===== src/rtl/fsqrt_issue_ctrl.sv =====
// Valid/ready front end for a fixed-latency, non-stallable fsqrt core.
// Resolves IEEE specials at issue and lands results in a credit-guarded output FIFO.
module fsqrt_issue_ctrl #(
    parameter int LATENCY    = 2,
    parameter int FIFO_DEPTH = 4,
    parameter int TAG_W      = 4
) (
    input  logic             clk,
    input  logic             rstn,
    input  logic             in_valid,
    output logic             in_ready,
    input  logic [31:0]      in_x,
    input  logic [TAG_W-1:0] in_tag,
    output logic [31:0]      core_x,
    input  logic [31:0]      core_y,
    output logic             out_valid,
    input  logic             out_ready,
    output logic [31:0]      out_y,
    output logic [TAG_W-1:0] out_tag,
    output logic             out_inv
);

    localparam int PTR_W  = $clog2(FIFO_DEPTH);
    localparam int CNT_W  = $clog2(FIFO_DEPTH + 1);
    localparam int CRED_W = $clog2(FIFO_DEPTH + LATENCY + 1);
    localparam logic [31:0] QNAN = 32'h7FC0_0000;
    localparam logic [31:0] PINF = 32'h7F80_0000;

    logic             fire;
    logic [7:0]       x_exp;
    logic [22:0]      x_man;
    logic             x_spec;
    logic [31:0]      x_spec_val;
    logic             x_inv;

    logic             pipe_v_q    [LATENCY];
    logic             pipe_v_d    [LATENCY];
    logic [TAG_W-1:0] pipe_tag_q  [LATENCY];
    logic [TAG_W-1:0] pipe_tag_d  [LATENCY];
    logic             pipe_spec_q [LATENCY];
    logic             pipe_spec_d [LATENCY];
    logic [31:0]      pipe_sval_q [LATENCY];
    logic [31:0]      pipe_sval_d [LATENCY];
    logic             pipe_inv_q  [LATENCY];
    logic             pipe_inv_d  [LATENCY];
    logic [CRED_W-1:0] pipe_cnt;

    logic [31:0]      mem_y_q   [FIFO_DEPTH];
    logic [31:0]      mem_y_d   [FIFO_DEPTH];
    logic [TAG_W-1:0] mem_tag_q [FIFO_DEPTH];
    logic [TAG_W-1:0] mem_tag_d [FIFO_DEPTH];
    logic             mem_inv_q [FIFO_DEPTH];
    logic             mem_inv_d [FIFO_DEPTH];
    logic [PTR_W-1:0] wr_ptr_q, wr_ptr_d;
    logic [PTR_W-1:0] rd_ptr_q, rd_ptr_d;
    logic [CNT_W-1:0] fifo_cnt_q, fifo_cnt_d;
    logic             fifo_push;
    logic             fifo_pop;
    logic [31:0]      push_y;

    assign fire   = in_valid & in_ready;
    assign core_x = fire ? in_x : 32'd0;
    assign x_exp  = in_x[30:23];
    assign x_man  = in_x[22:0];

    // Credits count every op not yet popped; a same-cycle pop is deliberately ignored.
    assign in_ready = (pipe_cnt + CRED_W'(fifo_cnt_q)) < CRED_W'(FIFO_DEPTH);

    always_comb begin
        pipe_cnt = '0;
        for (int i = 0; i < LATENCY; i++) begin
            pipe_cnt = pipe_cnt + CRED_W'(pipe_v_q[i]);
        end
    end

    always_comb begin
        x_spec     = 1'b1;
        x_spec_val = 32'd0;
        x_inv      = 1'b0;
        if (x_exp == 8'd0) begin
            x_spec_val = {in_x[31], 31'd0};
        end else if (x_exp == 8'hFF && x_man != 23'd0) begin
            x_spec_val = QNAN;
            x_inv      = ~x_man[22];
        end else if (in_x[31]) begin
            x_spec_val = QNAN;
            x_inv      = 1'b1;
        end else if (x_exp == 8'hFF) begin
            x_spec_val = PINF;
        end else begin
            x_spec = 1'b0;
        end
    end

    // The shadow pipe shifts every cycle because the core itself can never stall.
    always_comb begin
        pipe_v_d[0]    = fire;
        pipe_tag_d[0]  = fire ? in_tag     : pipe_tag_q[0];
        pipe_spec_d[0] = fire ? x_spec     : pipe_spec_q[0];
        pipe_sval_d[0] = fire ? x_spec_val : pipe_sval_q[0];
        pipe_inv_d[0]  = fire ? x_inv      : pipe_inv_q[0];
        for (int i = 1; i < LATENCY; i++) begin
            pipe_v_d[i]    = pipe_v_q[i-1];
            pipe_tag_d[i]  = pipe_tag_q[i-1];
            pipe_spec_d[i] = pipe_spec_q[i-1];
            pipe_sval_d[i] = pipe_sval_q[i-1];
            pipe_inv_d[i]  = pipe_inv_q[i-1];
        end
    end

    assign fifo_push = pipe_v_q[LATENCY-1];
    assign fifo_pop  = out_valid & out_ready;
    assign push_y    = pipe_spec_q[LATENCY-1] ? pipe_sval_q[LATENCY-1] : core_y;

    always_comb begin
        mem_y_d    = mem_y_q;
        mem_tag_d  = mem_tag_q;
        mem_inv_d  = mem_inv_q;
        wr_ptr_d   = wr_ptr_q;
        rd_ptr_d   = rd_ptr_q;
        fifo_cnt_d = fifo_cnt_q;
        if (fifo_push) begin
            mem_y_d[wr_ptr_q]   = push_y;
            mem_tag_d[wr_ptr_q] = pipe_tag_q[LATENCY-1];
            mem_inv_d[wr_ptr_q] = pipe_inv_q[LATENCY-1];
            wr_ptr_d            = wr_ptr_q + PTR_W'(1);
        end
        if (fifo_pop) begin
            rd_ptr_d = rd_ptr_q + PTR_W'(1);
        end
        case ({fifo_push, fifo_pop})
            2'b10:   fifo_cnt_d = fifo_cnt_q + CNT_W'(1);
            2'b01:   fifo_cnt_d = fifo_cnt_q - CNT_W'(1);
            default: fifo_cnt_d = fifo_cnt_q;
        endcase
    end

    assign out_valid = fifo_cnt_q != '0;
    assign out_y     = mem_y_q[rd_ptr_q];
    assign out_tag   = mem_tag_q[rd_ptr_q];
    assign out_inv   = mem_inv_q[rd_ptr_q];

    always_ff @(posedge clk or negedge rstn) begin
        if (!rstn) begin
            for (int i = 0; i < LATENCY; i++) begin
                pipe_v_q[i]    <= 1'b0;
                pipe_tag_q[i]  <= '0;
                pipe_spec_q[i] <= 1'b0;
                pipe_sval_q[i] <= 32'd0;
                pipe_inv_q[i]  <= 1'b0;
            end
            for (int i = 0; i < FIFO_DEPTH; i++) begin
                mem_y_q[i]   <= 32'd0;
                mem_tag_q[i] <= '0;
                mem_inv_q[i] <= 1'b0;
            end
            wr_ptr_q   <= '0;
            rd_ptr_q   <= '0;
            fifo_cnt_q <= '0;
        end else begin
            pipe_v_q    <= pipe_v_d;
            pipe_tag_q  <= pipe_tag_d;
            pipe_spec_q <= pipe_spec_d;
            pipe_sval_q <= pipe_sval_d;
            pipe_inv_q  <= pipe_inv_d;
            mem_y_q     <= mem_y_d;
            mem_tag_q   <= mem_tag_d;
            mem_inv_q   <= mem_inv_d;
            wr_ptr_q    <= wr_ptr_d;
            rd_ptr_q    <= rd_ptr_d;
            fifo_cnt_q  <= fifo_cnt_d;
        end
    end

    // A push into a full FIFO without a pop means the credit scheme is broken.
    a_no_overflow: assert property (@(posedge clk) disable iff (!rstn)
        !(fifo_push && !fifo_pop && fifo_cnt_q == CNT_W'(FIFO_DEPTH)));

endmodule


===== config.mk =====
export PLATFORM = sky130hd
export DESIGN_NAME = fsqrt_issue_ctrl
export DESIGN_NICKNAME = d
export VERILOG_FILES = /design/src/rtl/fsqrt_issue_ctrl.sv
export SDC_FILE = /design/constraint.sdc
export NUM_CORES = 1
export LEC_CHECK = 0
export ABC_CLOCK_PERIOD_IN_PS = 4000
export CAP_MARGIN = 20
export CORE_MARGIN = 10
export CORE_UTILIZATION = 40
export DETAILED_ROUTE_END_ITERATION = 6
export GPL_TIMING_DRIVEN = 0
export HOLD_SLACK_MARGIN = 0.15
export MAX_ROUTING_LAYER = met4
export PLACE_DENSITY = 0.6
export SYNTH_ARGS = -nofsm -noshare
export SYNTH_HDL_FRONTEND = slang
export SYNTH_SLANG_ARGS = --single-unit

===== constraint.sdc =====
create_clock -name clk -period 4 [get_ports clk]
set_input_delay 0.6 -clock clk [delete_from_list [all_inputs] [get_ports clk]]
set_output_delay 0.6 -clock clk [all_outputs]
set_load 0.01 [all_outputs]

### After elaboration in Yosys (flattened, before gate mapping)

Index checks and enable logic that the tools add are counted.

* bits in registers: 233
* bits in latches: 0
* memory bits (writable): 0
* memory bits (read-only): 0
* input port bits: 72
* output and inout port bits: 71
* word-level logic and storage cells: 81
* memories kept: 0

* $add $sub $neg: 6
* multiply operators: 0
* divide/modulo/power cells: 0
* magnitude comparators: 4
* eq/ne operators: 3
* shift-type cells: 0
* mux-type cells: 32
* bitwise operators: 5
* reductions and logical operators: 6

Operator list (number)
* 32-bit two-way mux: 6
* 128-bit bitwise mux: 1
* 31-bit two-way mux: 3
* 32-bit binary-select mux with 2-bit select: 1
* 32-bit demux with 2-bit select: 1
* 23-bit nonzero test: 1
* 16-bit bitwise mux: 1
* 4-bit two-way mux: 3
* 1-bit two-way mux: 10
* 4-bit binary-select mux with 2-bit select: 1
* 4-bit demux with 2-bit select: 1
* 8-bit == test, second input constant: 1
* 8-bit logical NOT: 1
* 3-bit >= comparator, second input constant: 2
* 2-bit inverter with 3-bit output: 2
* 3-bit one-hot mux with 2 select lines: 1
* 2-bit by 1-bit adder with 2-bit output, second input constant: 2
* 4-bit bitwise mux: 1
* 3-bit by 1-bit adder with 3-bit output, second input constant: 1
* 3-bit adder: 1
* 3-bit by 1-bit < comparator with 1-bit output, second input constant: 1
* 3-bit < comparator, second input constant: 1
* 3-bit nonzero test: 1
* 3-bit by 1-bit subtractor with 3-bit output, second input constant: 1
* other kinds (9): 11

### Logic depth before layout (Yosys ltp)

Gate-level depths: netlist of run 1.

* depth in word-level cells: 6
* gate-level depth with buffers: 8
* depth with buffers taken out: 8

### Worst setup path before layout of run 1

OpenSTA, ideal clock, no wires.

* path kind: reg2out
* start: register pipe_v_q, in the netlist pipe_v_d[0]
* end: output core_x[22]
* data arrival time: 1.805 ns
* data required time: 3.400 ns
* slack: 1.595 ns
* cell stages (with the launch flop): 7
* buffers on the path: 1
* path through: dfrtp_1 -> ha_1 -> ha_1 -> a31oi_2 -> xor2_2 -> clkbuf_1 -> and3_1

* longest elaborated chain between the ends: 5

RTL lines
* start, declared: line 36 `logic pipe_v_q [LATENCY];`
* start signal, assigned: line 161 `pipe_v_q <= pipe_v_d;`
* 1-bit by 1-bit adder with 2-bit output: line 72 `pipe_cnt = pipe_cnt + CRED_W'(pipe_v_q[i]);`
* 3-bit adder: line 67 `assign in_ready = (pipe_cnt + CRED_W'(fifo_cnt_q)) < CRED_W'(FIFO_DEPTH);`
* 3-bit < comparator: line 67
* via in_ready: line 11 `output logic in_ready,`
* 1-bit AND: line 61 `assign fire = in_valid & in_ready;`
* 32-bit two-way mux: line 62 `assign core_x = fire ? in_x : 32'd0;`
* end, declared: line 14 `output logic [31:0] core_x,`

The timed path passes the listed nets, and every way through them passes these cells.

### Worst setup path after layout of run 1

* start: register pipe_v_q, in the netlist pipe_v_d[0]
* end: output core_x[19]

* longest elaborated chain between the ends: 5

RTL lines (line)
* 1-bit by 1-bit adder with 2-bit output: 72
* 3-bit adder: 67
* 3-bit < comparator: 67
* 1-bit AND: 61
* 32-bit two-way mux: 62

No other way between the ends.

==> run summary, run 1 <==
* 21500 um — Total Wirelength
* buffers and inverters — cell family with the largest share of critical-path delay
* 1.00 — FFs w/ async S/R, synth
* 0 — number of max-capacitance violations reported
* 19.9 um — routed length per instance
* 0.00893 ns — Worst Clk Skew
* 0.56 ns — maximum cell stage delay along the critical path
* 135 — maximum number of pins on one net before global-route repair
* ha_1 -> ha_1 -> a31oi_2 -> xor2_2 -> clkbuf_1 -> and3_1 -> clkdlybuf4s50_1 — Critical Path, Cell by Cell
* 0.880 — global placement routability congestion
* 0 — number of flops mapped to enable cells by yosys
* 17 — TritonCTS buffer count
* 0 — cts repair resizes
* 2 — Max Root-Sink Buffers
* 281 MHz — achievable frequency
* 829 nW/um^2 — areal power density over the cells
* 18800 um^2 — area of the core
* 0.408 — starting utilization of the core area
* multiplexers — main combinational cell family by area after synthesis
* 0.195 — share of power burned in the clock network
* 0.891 — final period utilization
* 3.40 ns — Worst EP required
* 0 — final hold violation count
* 0 — endpoints failing setup
* false — unrepaired setup endpoints after global routing
* 0.07 ns — clock transition time at the flip-flop clock pins of the worst setup and hold paths
* 1083 — Finished Layout Cells
* 0 — Syn. warnings
* 0.43 ns — latest clock arrival within the worst-skew pair
* sky130_fd_sc_hd__dfrtp_1, sky130_fd_sc_hd__nand2_1, sky130_fd_sc_hd__clkdlybuf4s50_1 — highest-count cells in the layout ignoring fill and taps
* sky130_fd_sc_hd__dfrtp_1 — leading register cell type out of synthesis
* 0.361 — register share of total power
* 316 uV — maximum vdd drop
* flip-flop to flip-flop — path category of the worst min-delay check
* 143 — Boundary Pins
* 158 um — DIE WIDTH
* 1601 — layout filler cell count
* 0.134 — share of final-layout standard cells stronger than drive strength 1
* sky130_fd_sc_hd__clkbuf_16 — cell at the root of the clock tree
* 0.354 — switching power as a share of total power
* 0.444 — share of power burned in combinational logic
* 39 — synth unique cells
* 0.0987 — compound-gate portion of the synthesized area
* 34000 um — global-route wire length before repair
* 3.56 ns — shortest clock period the worst path allows after layout
* 343 — drt initial violations
* 0 — DRC errors left
* built — clock tree from TritonCTS
* 915 — number of nets in the finished design
* 4.37 nW — cell leakage power
* sky130_fd_sc_hd__dfrtp_1 — most common cell after layout, fill and taps aside
* 5.35 mW — internal cell power
* 0.00899 — Post-Synth XOR/XNOR Area
* 0 — Max Slew Vio Count
* 0.378 ns — minimum hold slack
* 0 — Congestion Overflow GR
* 142 — number of buffer cells added on primary ports
* flip-flop — Setup crit start kind
* 10 — highest fanout seen on the critical path
* 1049 — Placed Cells
* 50 — standard-cell row count
* 1 — hold_buf cts
* 0.412 — Slew HR
* 30.5% — area overhead of the layout relative to synthesis
* 5.43 — post-DR vias/cell
* 8.28 mW — total chip power
* 0 — buffers inserted during post-CTS setup optimization
* 1.79 ns — Register-to-Register Setup Slack
* output port — endpoint class of the critical path
* completed — run status
* 0.180 — GRT Total Usage
* 175 — sinks on the clock net
* 25100 um^2 — area of the die
* 0 — remaining antenna violation count
* 0.572 — sequential cell area fraction in the yosys report
* 0.148 — portion of netlist area occupied by mux cells
* 0.532 — share of the core filled with cells in the final layout
* 0.0141 — adder-cell share of the synthesized area
* 5 — number of iterations in the first detailed-routing pass
* 175 — Seq cells post-synth
* 5880 — total number of vias
* 15000 um — HPWL after DPL
* 2 — total buffers and inverters traversed by the critical path
* sky130_fd_sc_hd__clkdlybuf4s50_1 — cell with the largest stage delay on the worst path
* 0.127 — post-synthesis share of cell area spent on and, or, nand and nor gates
* 672 — number of instances in the synthesized netlist
* sky130_fd_sc_hd__ha_1 — Critical Path Most Common Cell
* 7660 um^2 — cell area after synthesis
* 158 um — Die Ht
* 752 — Net Count, Synth
* 11.4 um^2 — synthesized area per cell
* 6480 — number of global-route vias before repair
* 1 — number of antenna violations at the first check in global routing
* 0 ns — total negative setup slack
* 2.93 mW — switching power total
* 0.882 ns — transition time at the pin with the least slew margin
* 2.96 ns — arrival time reported for the critical path endpoint
* flip-flop to output port — Critical Setup Path Class
* 4 — number of H-tree branching levels
==> worst reg2reg max path: cells and delay by family (launching register included) <==
family	cells	cell delay [ns]
muxes	1	0.33
adders and majority gates	2	0.48
xor gates and xnor gates	1	0.31
and+or+nand+nor	1	0.23
AOI/OAI and AO/OA	1	0.24
DFF	1	0.38
buffers and inverters	1	0.14
==> registers in the layout, indices dropped and copies added (netlist names), 2 cells and up <==
name / count
pipe_tag_d: 4
pipe_sval_q: 3
mem_tag_q: 16
mem_y_q: 128
mem_inv_q: 4
wr_ptr_q: 2
pipe_sval_d: 3
fifo_cnt_q: 3
rd_ptr_q: 2
pipe_tag_q: 4
==> path summary, 6_finish.rpt <==
check                                           from                        end  depth (start not counted)
max reg2reg                    pipe_v_d[0]$_DFF_PN0_  pipe_tag_d[0]$_DFFE_PN0N_                          7
min                        pipe_inv_d[0]$_DFFE_PN0N_    pipe_inv_q[0]$_DFF_PN0_                          0
min reg2reg                pipe_inv_d[0]$_DFFE_PN0N_    pipe_inv_q[0]$_DFF_PN0_                          0
max                            pipe_v_d[0]$_DFF_PN0_                 core_x[19]                          7
max in group asynchronous                       rstn    mem_y_q[74]$_DFFE_PN0P_                          3
min in group asynchronous                       rstn   mem_y_q[113]$_DFFE_PN0P_                          2
==> final cells by class <==
type,count,area (um^2),area share
clock inverters,13,141,0.0142
clock buffers,19,433,0.0433
diodes,1,2.50,0.000250
multi-input cells,438,3040,0.304
well taps,234,293,0.0293
flip-flops and latches,175,4380,0.438
plain buffers,48,201,0.0202
repair buffers,144,1460,0.147
inverters,11,41.3,0.00413
==> cells in the mapped netlist, drive strengths merged, types with 2 or more instances <==
library cell / n / share of area
a21oi: 9 / 0.0059
and2: 3 / 0.0028
and3: 32 / 0.026
buf: 12 / 0.0087
clkbuf: 36 / 0.018
dfrtp: 175 / 0.57
ha: 7 / 0.011
inv: 11 / 0.0054
mux2: 24 / 0.035
mux2i: 3 / 0.0039
mux4: 37 / 0.11
nand2: 158 / 0.078
nand4: 3 / 0.0025
nor2: 5 / 0.0025
nor4: 3 / 0.0044
o21ai: 130 / 0.085
o22ai: 3 / 0.0033
or4: 5 / 0.0054
xnor2: 2 / 0.0023
xor2: 5 / 0.0067
==> power by group through the flow <==
stage | sequential, mW | combinational, mW | clock, mW
6_report | 2.99 | 3.68 | 1.62
5_1_grt | 3.07 | 4.06 | 1.71
4_1_cts | 2.99 | 3.76 | 1.64
3_5_place_dp | 3.02 | 3.74 | 0
3_3_place_gp | 2.95 | 3.64 | 0
2_1_floorplan | 2.87 | 2.16 | 0
==> stage by stage <==
stage / instance area [um^2] / worst slack [ns]
final: 9990 / 0.437
after global routing: 9990 / 0.323
after CTS: 9990 / 0.417
after detailed placement: 9400 / 0.891
after global placement: 9370 / -4.38
after floorplan: 7660 / 1.59
==> per-layer routing <==
metal  track usage  vias to the layer above  wire length (um)
met5             -                        -                 0
met4        0.0657                        0               384
met3        0.0507                       35              1700
met2         0.292                      212             10500
met1         0.210                     2957              8910
li1              -                     2676                 -
==> logic make-up (layout without fill, tap and decap cells) <==
logic type / count (synthesis) / count (layout)
compound gates: 145 / 145
simple gates: 214 / 214
buf+inv: 59 / 235
fa+ha+maj: 8 / 8
flops: 175 / 175
mux: 64 / 64
other cells: 0 / 1
xor+xnor: 7 / 7
Power figures use the tool's default switching activity.
==> inputs of run 2 (changes only) <==
--- a/config.mk
+++ b/config.mk
@@ -5,7 +5,7 @@
 export SDC_FILE = /design/constraint.sdc
 export NUM_CORES = 1
 export LEC_CHECK = 0
-export ABC_CLOCK_PERIOD_IN_PS = 4000
+export ABC_CLOCK_PERIOD_IN_PS = 4200
 export CAP_MARGIN = 20
 export CORE_MARGIN = 10
 export CORE_UTILIZATION = 40
==> constraint.sdc (replaced) <==
create_clock -name clk -period 4.2 [get_ports clk]
set_input_delay 0.63 -clock clk [delete_from_list [all_inputs] [get_ports clk]]
set_output_delay 0.63 -clock clk [all_outputs]
set_load 0.01 [all_outputs]
==> results of run 2 <==
The final DEF is identical to that of run 1. Status: completed.
Among the figures that moved: setup slack after placement 0.891 ns -> 1.06 ns; setup slack after layout 0.437 ns -> 0.607 ns; register-to-register setup slack 1.79 ns -> 1.99 ns; total power 8.28 mW -> 7.89 mW; worst IR drop on VDD 316 uV -> 301 uV
==> RTL change, RTL diff (settings of run 1) <==
The parameter `LATENCY` goes from 2 to 4.
--- a/src/rtl/fsqrt_issue_ctrl.sv
+++ b/src/rtl/fsqrt_issue_ctrl.sv
@@ -2,5 +2,5 @@
 // Resolves IEEE specials at issue and lands results in a credit-guarded output FIFO.
 module fsqrt_issue_ctrl #(
-    parameter int LATENCY    = 2,
+    parameter int LATENCY    = 4,
     parameter int FIFO_DEPTH = 4,
     parameter int TAG_W      = 4
Function: changed (Yosys sat finds a counterexample within 4 cycles, from zero or initial values and one cycle with rstn low).
==> RTL change against run 1 <==
- sequential power increased by 12%
- area after synthesis increased by 6.5%
- highest routed layer unchanged
- largest power group unchanged
- synthesized cell count increased by 3.1%
- critical path depth unchanged
- wire length increased by 1.8%
- worst setup slack got worse by 0.26 ns
- global-route usage decreased by 0.70 points
- power increased by 5.5%
- sequential cell count increased by 20
- cell count increased by 5.0%
- cell area increased by 5.3%
==> RTL change: results (changes against run 1) <==
- VDD IR max: 304.1 uV (was 316.5 uV)
- R2r endpoint: pipe_spec_d[2] (was pipe_tag_d[0])
- Final-layout clock-cell area share: 5.413% (was 5.748%)
- Cells after Synth: 693 (was 672)
- GR Layer Usage met1: 21.84% (was 21.05%)
- Placer congestion estimate: 0.8199 (was 0.8804)
- Non-clk bufs: 190 (was 192)
- GRT Resource Usage Total: 17.29% (was 17.99%)
- WL per Instance: 19.25 um (was 19.85 um)
- WL met1: 9.467 mm (was 8.914 mm)
- Leakage: 0.004652 uW (was 0.004365 uW)
- Antenna cells: 0 (was 1)
- R2R cell count: 8 (was 7)
- Data buffer area share: 15.66% (was 16.67%)
- FF+latch count: 195 (was 175)
- Overall Power: 8736 uW (was 8281 uW)
- Met3 WL post-DR: 1.367 mm (was 1.697 mm)
- Critical path arrival: 3.22 ns (was 2.96 ns)
- First-pass GRT wire length: 34.96 mm (was 33.95 mm)
- Comb power frac: 43.0% (was 44.4%)
- Placed Area: 9943 um2 (was 9404 um2)
- Vias: 6107 (was 5880)
- Initial antenna violation count: 0 (was 1)
- Multi-input comb cells: 442 (was 438)
- 1st-iter DRT viols: 357 (was 343)
- Clock buf count: 20 (was 19)
- Multi-input logic area: 3044 um2 (was 3035 um2)
- DR WL met2: 10.80 mm (was 10.50 mm)
- Met3 GRT Util: 3.792% (was 5.073%)
- NetSw: 3043 uW (was 2934 uW)
- Met2 Usage GRT: 27.65% (was 29.21%)
- Status: finished clean (unchanged)
- Post-DP HPWL: 15.41 mm (was 14.95 mm)
- Number of global-route vias before repair: 6575 (was 6480)
- Placed Instances: 1106 (was 1049)
- Synth cell types: 37 (was 39)
- Syn_nets: 774 (was 752)
- Post-DR vias/cell: 5.371 (was 5.429)
- Inverter count: 9 (was 11)
- Worst slew pin tran: 0.7212 ns (was 0.8819 ns)
[RTL change: logic make-up after synthesis]
group / synth area share [%]
buffers and inverters: 2.794
adders and majority gates: 1.566
muxes: 13.91
AOI/OAI and AO/OA: 9.286
DFF: 59.86
and+or+nand+nor: 11.94
xor gates and xnor gates: 0.6447
[RTL change: metrics by stage]
step | TNS, ns | setup WS (ns) | hold WS [ns]
global placement | -1008.38 | -5.192 | 0.3314
floorplan | 0 | 1.199 | 0.3044
detailed placement | 0 | 0.5348 | 0.3347
finish | 0 | 0.1809 | 0.1623
CTS | 0 | 0.05858 | 0.1715
global route | 0 | 0.01595 | 0.1951
[RTL change: how the worst max path moves through the flow]
stage                endpoint  depth (start not counted)        start
4_1_cts            core_x[18]                          7  pipe_v_d[0]
3_3_place_gp   pipe_tag_d[11]                          1         rstn
6_report           core_x[18]                          7  pipe_v_d[0]
3_5_place_dp       core_x[18]                          7  pipe_v_d[0]
2_1_floorplan      core_x[21]                          6  pipe_v_d[0]
5_1_grt            core_x[23]                          7  pipe_v_d[0]
